`src/rtl/arbiter_pkg.sv`:
```
// Shared types for the request/acknowledge arbiters.
// Policy and FSM encodings live here so every arbiter agrees on them.
package arbiter_pkg;

  typedef enum logic {
    ARB_FIXED = 1'b0,
    ARB_RR    = 1'b1
  } arb_mode_t;

  typedef enum logic [1:0] {
    IDLE = 2'd0,
    REQ  = 2'd1,
    ACK  = 2'd2
  } arb_state_t;

endpackage

```
`src/rtl/arb_pick.sv`:
```
// Combinational winner selection: fixed priority or rotating start.
// Scans from ptr upward with wrap; fixed mode always scans from 0.
module arb_pick
  import arbiter_pkg::*;
#(
  parameter int N = 8,
  parameter int W = $clog2(N)
) (
  input  logic [N-1:0] req,
  input  logic [W-1:0] ptr,
  input  arb_mode_t    mode,
  output logic [N-1:0] oh,
  output logic [W-1:0] idx,
  output logic         any
);

  int start;
  int j;

  // first active request at or after the scan start
  always_comb begin
    oh    = '0;
    idx   = '0;
    any   = 1'b0;
    j     = 0;
    start = (mode == ARB_RR) ? int'(ptr) : 0;
    for (int i = 0; i < N; i++) begin
      j = start + i;
      if (j >= N) j = j - N;
      if (!any && req[j]) begin
        any   = 1'b1;
        oh[j] = 1'b1;
        idx   = W'(j);
      end
    end
  end

endmodule

```
`src/rtl/arbiter_sync_rr.sv`:
```
// Request/acknowledge arbiter: picks one requester and relays its
// handshake to the next block. All outputs come straight from flops.
module arbiter_sync_rr
  import arbiter_pkg::*;
#(
  parameter int        N    = 8,
  parameter arb_mode_t MODE = ARB_RR
) (
  input  logic                 clk,
  input  logic                 rst,
  input  logic [N-1:0]         req_in,
  output logic [N-1:0]         ack_in,
  output logic                 req_out,
  input  logic                 ack_out,
  output logic [N-1:0]         sel,
  output logic [$clog2(N)-1:0] grant_id,
  output logic                 busy
);

  localparam int W = $clog2(N);

  arb_state_t   state_q;
  arb_state_t   state_d;
  logic [W-1:0] ptr_q;
  logic [W-1:0] ptr_d;
  logic [W-1:0] ptr_nxt;
  logic [N-1:0] sel_d;
  logic [W-1:0] gid_d;
  logic [N-1:0] ack_d;
  logic         ro_d;
  logic         busy_d;

  logic [N-1:0] pick_oh;
  logic [W-1:0] pick_idx;
  logic         pick_any;

  arb_pick #(
    .N (N),
    .W (W)
  ) u_pick (
    .req  (req_in),
    .ptr  (ptr_q),
    .mode (MODE),
    .oh   (pick_oh),
    .idx  (pick_idx),
    .any  (pick_any)
  );

  assign ptr_nxt = (grant_id == W'(N - 1)) ? '0
                 : grant_id + W'(1);

  // next-state and registered-output values
  always_comb begin
    state_d = state_q;
    ptr_d   = ptr_q;
    sel_d   = sel;
    gid_d   = grant_id;
    ack_d   = ack_in;
    ro_d    = req_out;
    unique case (state_q)
      IDLE: begin
        if (pick_any) begin
          sel_d   = pick_oh;
          gid_d   = pick_idx;
          ro_d    = 1'b1;
          state_d = REQ;
        end
      end
      REQ: begin
        if (ack_out) begin
          ro_d    = 1'b0;
          ack_d   = sel;
          state_d = ACK;
        end
      end
      ACK: begin
        if (!req_in[grant_id] && !ack_out) begin
          ack_d   = '0;
          sel_d   = '0;
          gid_d   = '0;
          state_d = IDLE;
          if (MODE == ARB_RR) ptr_d = ptr_nxt;
        end
      end
      default: begin
        ack_d   = '0;
        sel_d   = '0;
        gid_d   = '0;
        ro_d    = 1'b0;
        state_d = IDLE;
      end
    endcase
    busy_d = (state_d != IDLE);
  end

  // state and output registers, synchronous active-low reset
  always_ff @(posedge clk) begin
    if (!rst) begin
      state_q  <= IDLE;
      ptr_q    <= '0;
      sel      <= '0;
      grant_id <= '0;
      ack_in   <= '0;
      req_out  <= 1'b0;
      busy     <= 1'b0;
    end else begin
      state_q  <= state_d;
      ptr_q    <= ptr_d;
      sel      <= sel_d;
      grant_id <= gid_d;
      ack_in   <= ack_d;
      req_out  <= ro_d;
      busy     <= busy_d;
    end
  end

endmodule

```
`config.mk`:
```
export PLATFORM = sky130hd
export DESIGN_NAME = arbiter_sync_rr
export DESIGN_NICKNAME = d
export VERILOG_FILES = /design/src/rtl/arbiter_pkg.sv /design/src/rtl/arb_pick.sv /design/src/rtl/arbiter_sync_rr.sv
export SDC_FILE = /design/constraint.sdc
export NUM_CORES = 1
export LEC_CHECK = 0
export BUFFER_PORTS_ARGS = -buffer_cell sky130_fd_sc_hd__buf_4
export CAP_MARGIN = 0
export CORE_MARGIN = 2
export CORE_UTILIZATION = 40
export DETAILED_ROUTE_END_ITERATION = 10
export GPL_ROUTABILITY_DRIVEN = 0
export HOLD_SLACK_MARGIN = 0.1
export PLACE_DENSITY = 0.62
export SLEW_MARGIN = 5
export SYNTH_ARGS = -nofsm -noshare
export SYNTH_HDL_FRONTEND = slang
export SYNTH_SLANG_ARGS = --single-unit
```
`constraint.sdc`:
```
create_clock -name clk -period 9.1 [get_ports clk]
set_input_delay 1.365 -clock clk [delete_from_list [all_inputs] [get_ports clk]]
set_output_delay 1.365 -clock clk [all_outputs]
set_load 0.03 [all_outputs]
```
; After elaboration in Yosys (flattened, before gate mapping)
; Index checks and enable logic that the tools add are counted.
[classes]
n_reduce_logical = 31
eq_ne = 6
addsub = 16
muxes = 90
magnitude_cmp = 25
bitwise = 10
[op_table]
columns = op, count
row1 = "32-bit by 1-bit >= comparator with 1-bit output, second input constant", 8
row2 = "32-bit by 5-bit less-than comparator with 1-bit output, second input constant", 8
row3 = 32-bit two-way mux, 8
row4 = "32-bit by 5-bit >= comparator with 1-bit output, second input constant", 7
row5 = "32-bit by 5-bit subtractor with 32-bit output, second input constant", 7
row6 = 8-bit two-way mux, 11
row7 = 8-bit bitwise OR, 7
row8 = 8-bit case mux with 3 select lines, 2
row9 = 1-bit two-way mux, 35
row10 = 3-bit two-way mux, 11
row11 = 1-bit binary-select mux with 3-bit select, 9
row12 = 1-bit demux with 3-bit select, 8
row13 = "3-bit by 3-bit adder with 4-bit output, second input constant", 4
row14 = 1-bit logical AND, 16
row15 = 1-bit logical NOT, 9
row16 = 3-bit case mux with 3 select lines, 1
row17 = 3-bit AND reduction, 3
row18 = "3-bit by 2-bit adder with 4-bit output, second input constant", 2
row19 = 2-bit two-way mux, 3
row20 = "2-bit != test, second input constant", 3
row21 = 2-bit case mux with 3 select lines, 1
row22 = "3-bit by 4-bit subtractor with 5-bit output, second input constant", 1
row23 = "3-bit by 1-bit adder with 4-bit output, second input constant", 1
row24 = "3-bit by 4-bit >= comparator with 1-bit output, second input constant", 1
row25 = other kinds (10), 12
[totals]
regBits = 26
input_bits = 11
word_cells = 185
output_inout_bits = 21

; Longest topological paths before layout
[logic_depth]
ltp_word = 30
ltp_mapped = 14

; By module
; A second synthesis with hierarchy kept.
[unflattened]
cells_unflattened = 294
area_unflattened_um2 = 2626.3
[modules_own_cells]
columns = module, cells_each, area_per_inst_um2, n_inst
row1 = arb_pick, 196, 1576.5, 1
row2 = arbiter_sync_rr, 98, 1049.8, 1

; Worst setup path before layout
; OpenSTA, ideal clock, no wires.
[synth_path]
kind = reg-to-reg
startpoint = register ptr_q[0]
endpoint = register grant_id[0]
arrival_ns = 3.345
synth_period_minus_slack_ns = 3.463
path_stages_with_launch = 14
n_path_buf = 5
slack_ns = 5.637
cell_sequence = dfxtp_1 > buf_2 > inv_2 > buf_1 > ha_1 > buf_6 > buf_12 > mux2i_1 > mux4_2 > a22o_1 > and3_4 > buf_6 > or4_1 > a32o_1
[synth_via]
elab_chain_cells = 29
[synth_lines]
columns = element, line
row1 = from (decl), arbiter_sync_rr.sv:24  ; logic [W-1:0] ptr_q;
row2 = from (signal assigned), arbiter_sync_rr.sv:108  ; ptr_q <= ptr_d;
row3 = branches (longest 29 deep; another with 32-bit by 5-bit subtractor with 32-bit output), --
row4 = to (signal assigned), arbiter_sync_rr.sv:110  ; grant_id <= gid_d;
row5 = to (decl), arbiter_sync_rr.sv:16  ; output logic [$clog2(N)-1:0] grant_id,
; Several ways; the timed one is not identified. The select of a mux whose other input is x is not followed.
; A chain may end at the register's enable or synchronous reset.

; Worst setup path in the final report
[layout_path]
startpoint = register ptr_q[0]
endpoint = register sel[2]
[layout_via]
elab_chain_cells = 29
[layout_lines]
columns = element, line
row1 = branches (longest 29 deep; another with 32-bit by 5-bit subtractor with 32-bit output), --
row2 = to (signal assigned), arbiter_sync_rr.sv:109  ; sel <= sel_d;
row3 = to (decl), arbiter_sync_rr.sv:15  ; output logic [N-1:0] sel,
; Several ways; the timed one is not identified. The select of a mux whose other input is x is not followed.

==> results.json <==
{
  "outcome": "finished clean",
  "p_switching_uw": 85.0,
  "synthAdderAreaFrac": 0.0464,
  "dpl.hpwl_mm": 4.80,
  "crit_arrival_ns": 4.48,
  "place_area_mm2": 0.00266,
  "layout-drive-gt1-share": 0.243,
  "p_int_uw": 209,
  "p_clk_frac": 0.322,
  "p_leak_nw": 0.958,
  "sequentialPowerShare": 0.418,
  "dr.pass1.iters": 4,
  "start_util": 0.412,
  "antennaDiodeCount": 0,
  "synth_nets": 276,
  "p_sw_frac": 0.289,
  "drv_cap": 0,
  "synth_top_family_by_area": "compound AO/OA/AOI/OAI gates",
  "synth-xor-area-share": 0.0144,
  "grt_pass1_wl_mm": 10.2,
  "layout.nets": 297,
  "post-route-min-period_ns": 4.28,
  "ys.flop_type": "dfxtp_1",
  "cp_cell_sequence": "buf_4 -> inv_2 -> ha_1 -> mux2i_1 -> mux4_2 -> a22oi_4 -> o41a_1 -> nand2_1 -> or4b_1 -> o211ai_1",
  "slowest_delay_ns": 0.97,
  "worstPathMaxFanout": 25,
  "async_flop_share": 0,
  "syn_area_mm2": 0.00242,
  "synth_compound_area_frac": 0.256,
  "start_kind": "flip-flop",
  "max-slew-margin-rel": 0.378,
  "cts_sinks": 26,
  "ios": 32,
  "crit_type": "flip-flop to flip-flop",
  "synth_seq_area_share": 0.215,
  "setup_ws_ns": 4.82,
  "hold_viol": 0,
  "worstHoldPathCells": 1,
  "r2r_cells": 10,
  "grt_overflow": 0,
  "report.final.slew_viol_count": 0,
  "numCtsBuffers": 3,
  "tns_ns": 0,
  "place.port_buffers": 31,
  "drt-initial-drc-count": 124,
  "clock_latency_ns": 0.27,
  "fin_util": 0.464,
  "cts-resized-gates": 0,
  "power_density_mw_per_mm2": 108,
  "yosys.area_share.simple": 0.167,
  "cts_hold_buf": 0,
  "grt_max_degree": 26,
  "dieArea_mm2": 0.00670,
  "synth.avg_cell_area_um2": 9.47,
  "crit_slowest_cell": "ha_1",
  "crit_start": "ptr_q[0]$_SDFFE_PN0P_",
  "htreeDepth": 1,
  "finalSetupViolCount": 0,
  "route.detailed.drc": 0,
  "rsz0062_at_grt": "false",
  "ant_nets": 0,
  "antenna_found_initial": 0,
  "grt_util_all_layers": 0.196,
  "worst_setup_path_end_kind": "flip-flop",
  "worstPathRequired_ns": 9.30,
  "combinationalPowerShare": 0.260,
  "rr_startpoint": "ptr_q[0]$_SDFFE_PN0P_",
  "die_w_um": 81.9,
  "ys_ff_latch": 26,
  "ir_drop_uv": 76.5,
  "stdcell_area_mm2": 0.00273,
  "die_h_um": 81.9,
  "wirelength_mm": 6.32,
  "ys_types": 63,
  "synthMuxAreaShare": 0.246,
  "cts_root_buffer": "clkbuf_8",
  "rows": 28,
  "worstHoldPathType": "flip-flop to flip-flop",
  "viasPerCell": 6.29,
  "fmax_ghz": 0.233,
  "place_ws_ns": 4.88,
  "vias": 2208,
  "period_share": 0.471,
  "worstHoldStart": "sel[6]$_SDFFE_PN0P_",
  "clk_path_buf_depth": 2,
  "post-cts-setup-buffers": 0,
  "coreArea_mm2": 0.00589,
  "wl_per_cell_um": 18.0,
  "fin_skew_ns": 0.00630,
  "cts_tree": "yes",
  "area_growth_pct": 12.7,
  "grt_pass1_vias": 2008,
  "cts.clk_slew.worst_paths_ns": 0.09,
  "yosysWarnings": 0,
  "syn_inst": 256,
  "synth_edf_count": 0,
  "tightest_slew_ns": 0.934
}
-- kinds of logic after synthesis --
family,count (synthesis)
muxes,37
DFF,26
xor gates and xnor gates,4
AOI/OAI and AO/OA,81
buffers and inverters,25
and+or+nand+nor,74
adders and majority gates,9
-- power by group through the flow --
stage	Sequential (mW)	Clock (mW)	Combinational, mW
after global placement	0.126	0	0.0754
after CTS	0.123	0.0956	0.0758
after detailed placement	0.126	0	0.0756
after global routing	0.124	0.101	0.0825
final	0.123	0.0946	0.0765
after floorplan	0.132	0	0.0463
-- state kept, by name, summed over array words and instances, names as in the netlist --
name / count
ptr_q: 3
ack_in: 8
grant_id: 3
req_out: 1
busy: 1
sel: 8
state_q: 2
-- cell usage after synthesis (2+ instances only) --
cell type  instances  area, um2
o2bb2ai_1          2       17.5
nor3_1             5       25.0
buf_2              8       40.0
or4_1              2       15.0
o21a_1             3       22.5
clkbuf_1           5       18.8
nor2b_1           15       93.8
o211ai_1           4       30.0
a22oi_1           10       75.1
a22o_1             4       35.0
mux2_2             5       56.3
a221o_1            4       40.0
nor2_1            10       37.5
a21o_1             2       15.0
xor2_1             2       17.5
a221oi_1           4       35.0
a222oi_1           2       20.0
mux4_2            16        360
nand3_1            7       35.0
buf_6              2       22.5
inv_1              7       26.3
nand2_1           17       63.8
dfxtp_1           26        521
xnor2_1            2       17.5
mux2i_1           14        140
a211oi_1           7       52.6
a21oi_1           12       60.1
ha_1               9        113
and2_1             4       25.0
nand3b_1           2       15.0
a32o_1             3       30.0
nor2_2             2       12.5
o21ai_0            6       30.0
a31oi_1            4       25.0
-- critical path: cells and delay by family (launching register included) --
kind | cells | cell delay [ns]
flip-flops | 1 | 0.32
AND/OR/NAND/NOR | 2 | 0.83
multiplexers | 2 | 0.78
buffers and inverters | 2 | 0.55
adder cells (fa/ha/maj) | 1 | 0.97
AO/OA/AOI/OAI | 3 | 0.75
-- stage by stage --
step	power (mW)	hold slack, ns	cells
after floorplan	0.178	0.578	256
final	0.294	0.502	351
after CTS	0.294	0.501	351
after global placement	0.201	0.491	347
after global routing	0.307	0.548	351
after detailed placement	0.201	0.486	347
-- cells in the final DEF (no fill, tap or decap), types with 7 or more instances in the layout --
cell type / instances
nand3_1: 7
nor2_1: 10
mux4_2: 16
inv_1: 7
dfxtp_1: 26
mux2i_1: 14
a21oi_1: 12
ha_1: 9
a22oi_1: 10
nand2_1: 17
nor2b_1: 15
buf_4: 33
a211oi_1: 7
-- layout make-up --
class	count	area [um2]
clock buffer	3	41.3
clock inverter	1	30.0
sequential	26	520
tap	75	93.8
timing repair buffer	33	248
fill	581	3150
multi-input combinational	205	1770
inverter	8	30.0
-- metal layers --
layer / part of all wire / global-route usage / vias to the layer above
li1: - / - / 1056
met1: 0.45 / 0.266 / 1056
met2: 0.47 / 0.320 / 79
met3: 0.061 / 0.0396 / 17
met4: 0.017 / 0.0500 / 0
met5: 0 / 0 / -
-- worst paths after layout --
check / slack (ns) / to
worst max-delay path: 4.82 / sel[2]$_SDFFE_PN0P_
worst min-delay path: 0.50 / sel[6]$_SDFFE_PN0P_
worst max register to register: 4.82 / sel[2]$_SDFFE_PN0P_
worst min register to register: 0.50 / sel[6]$_SDFFE_PN0P_
No activity file was read; power rests on OpenSTA's default activity.
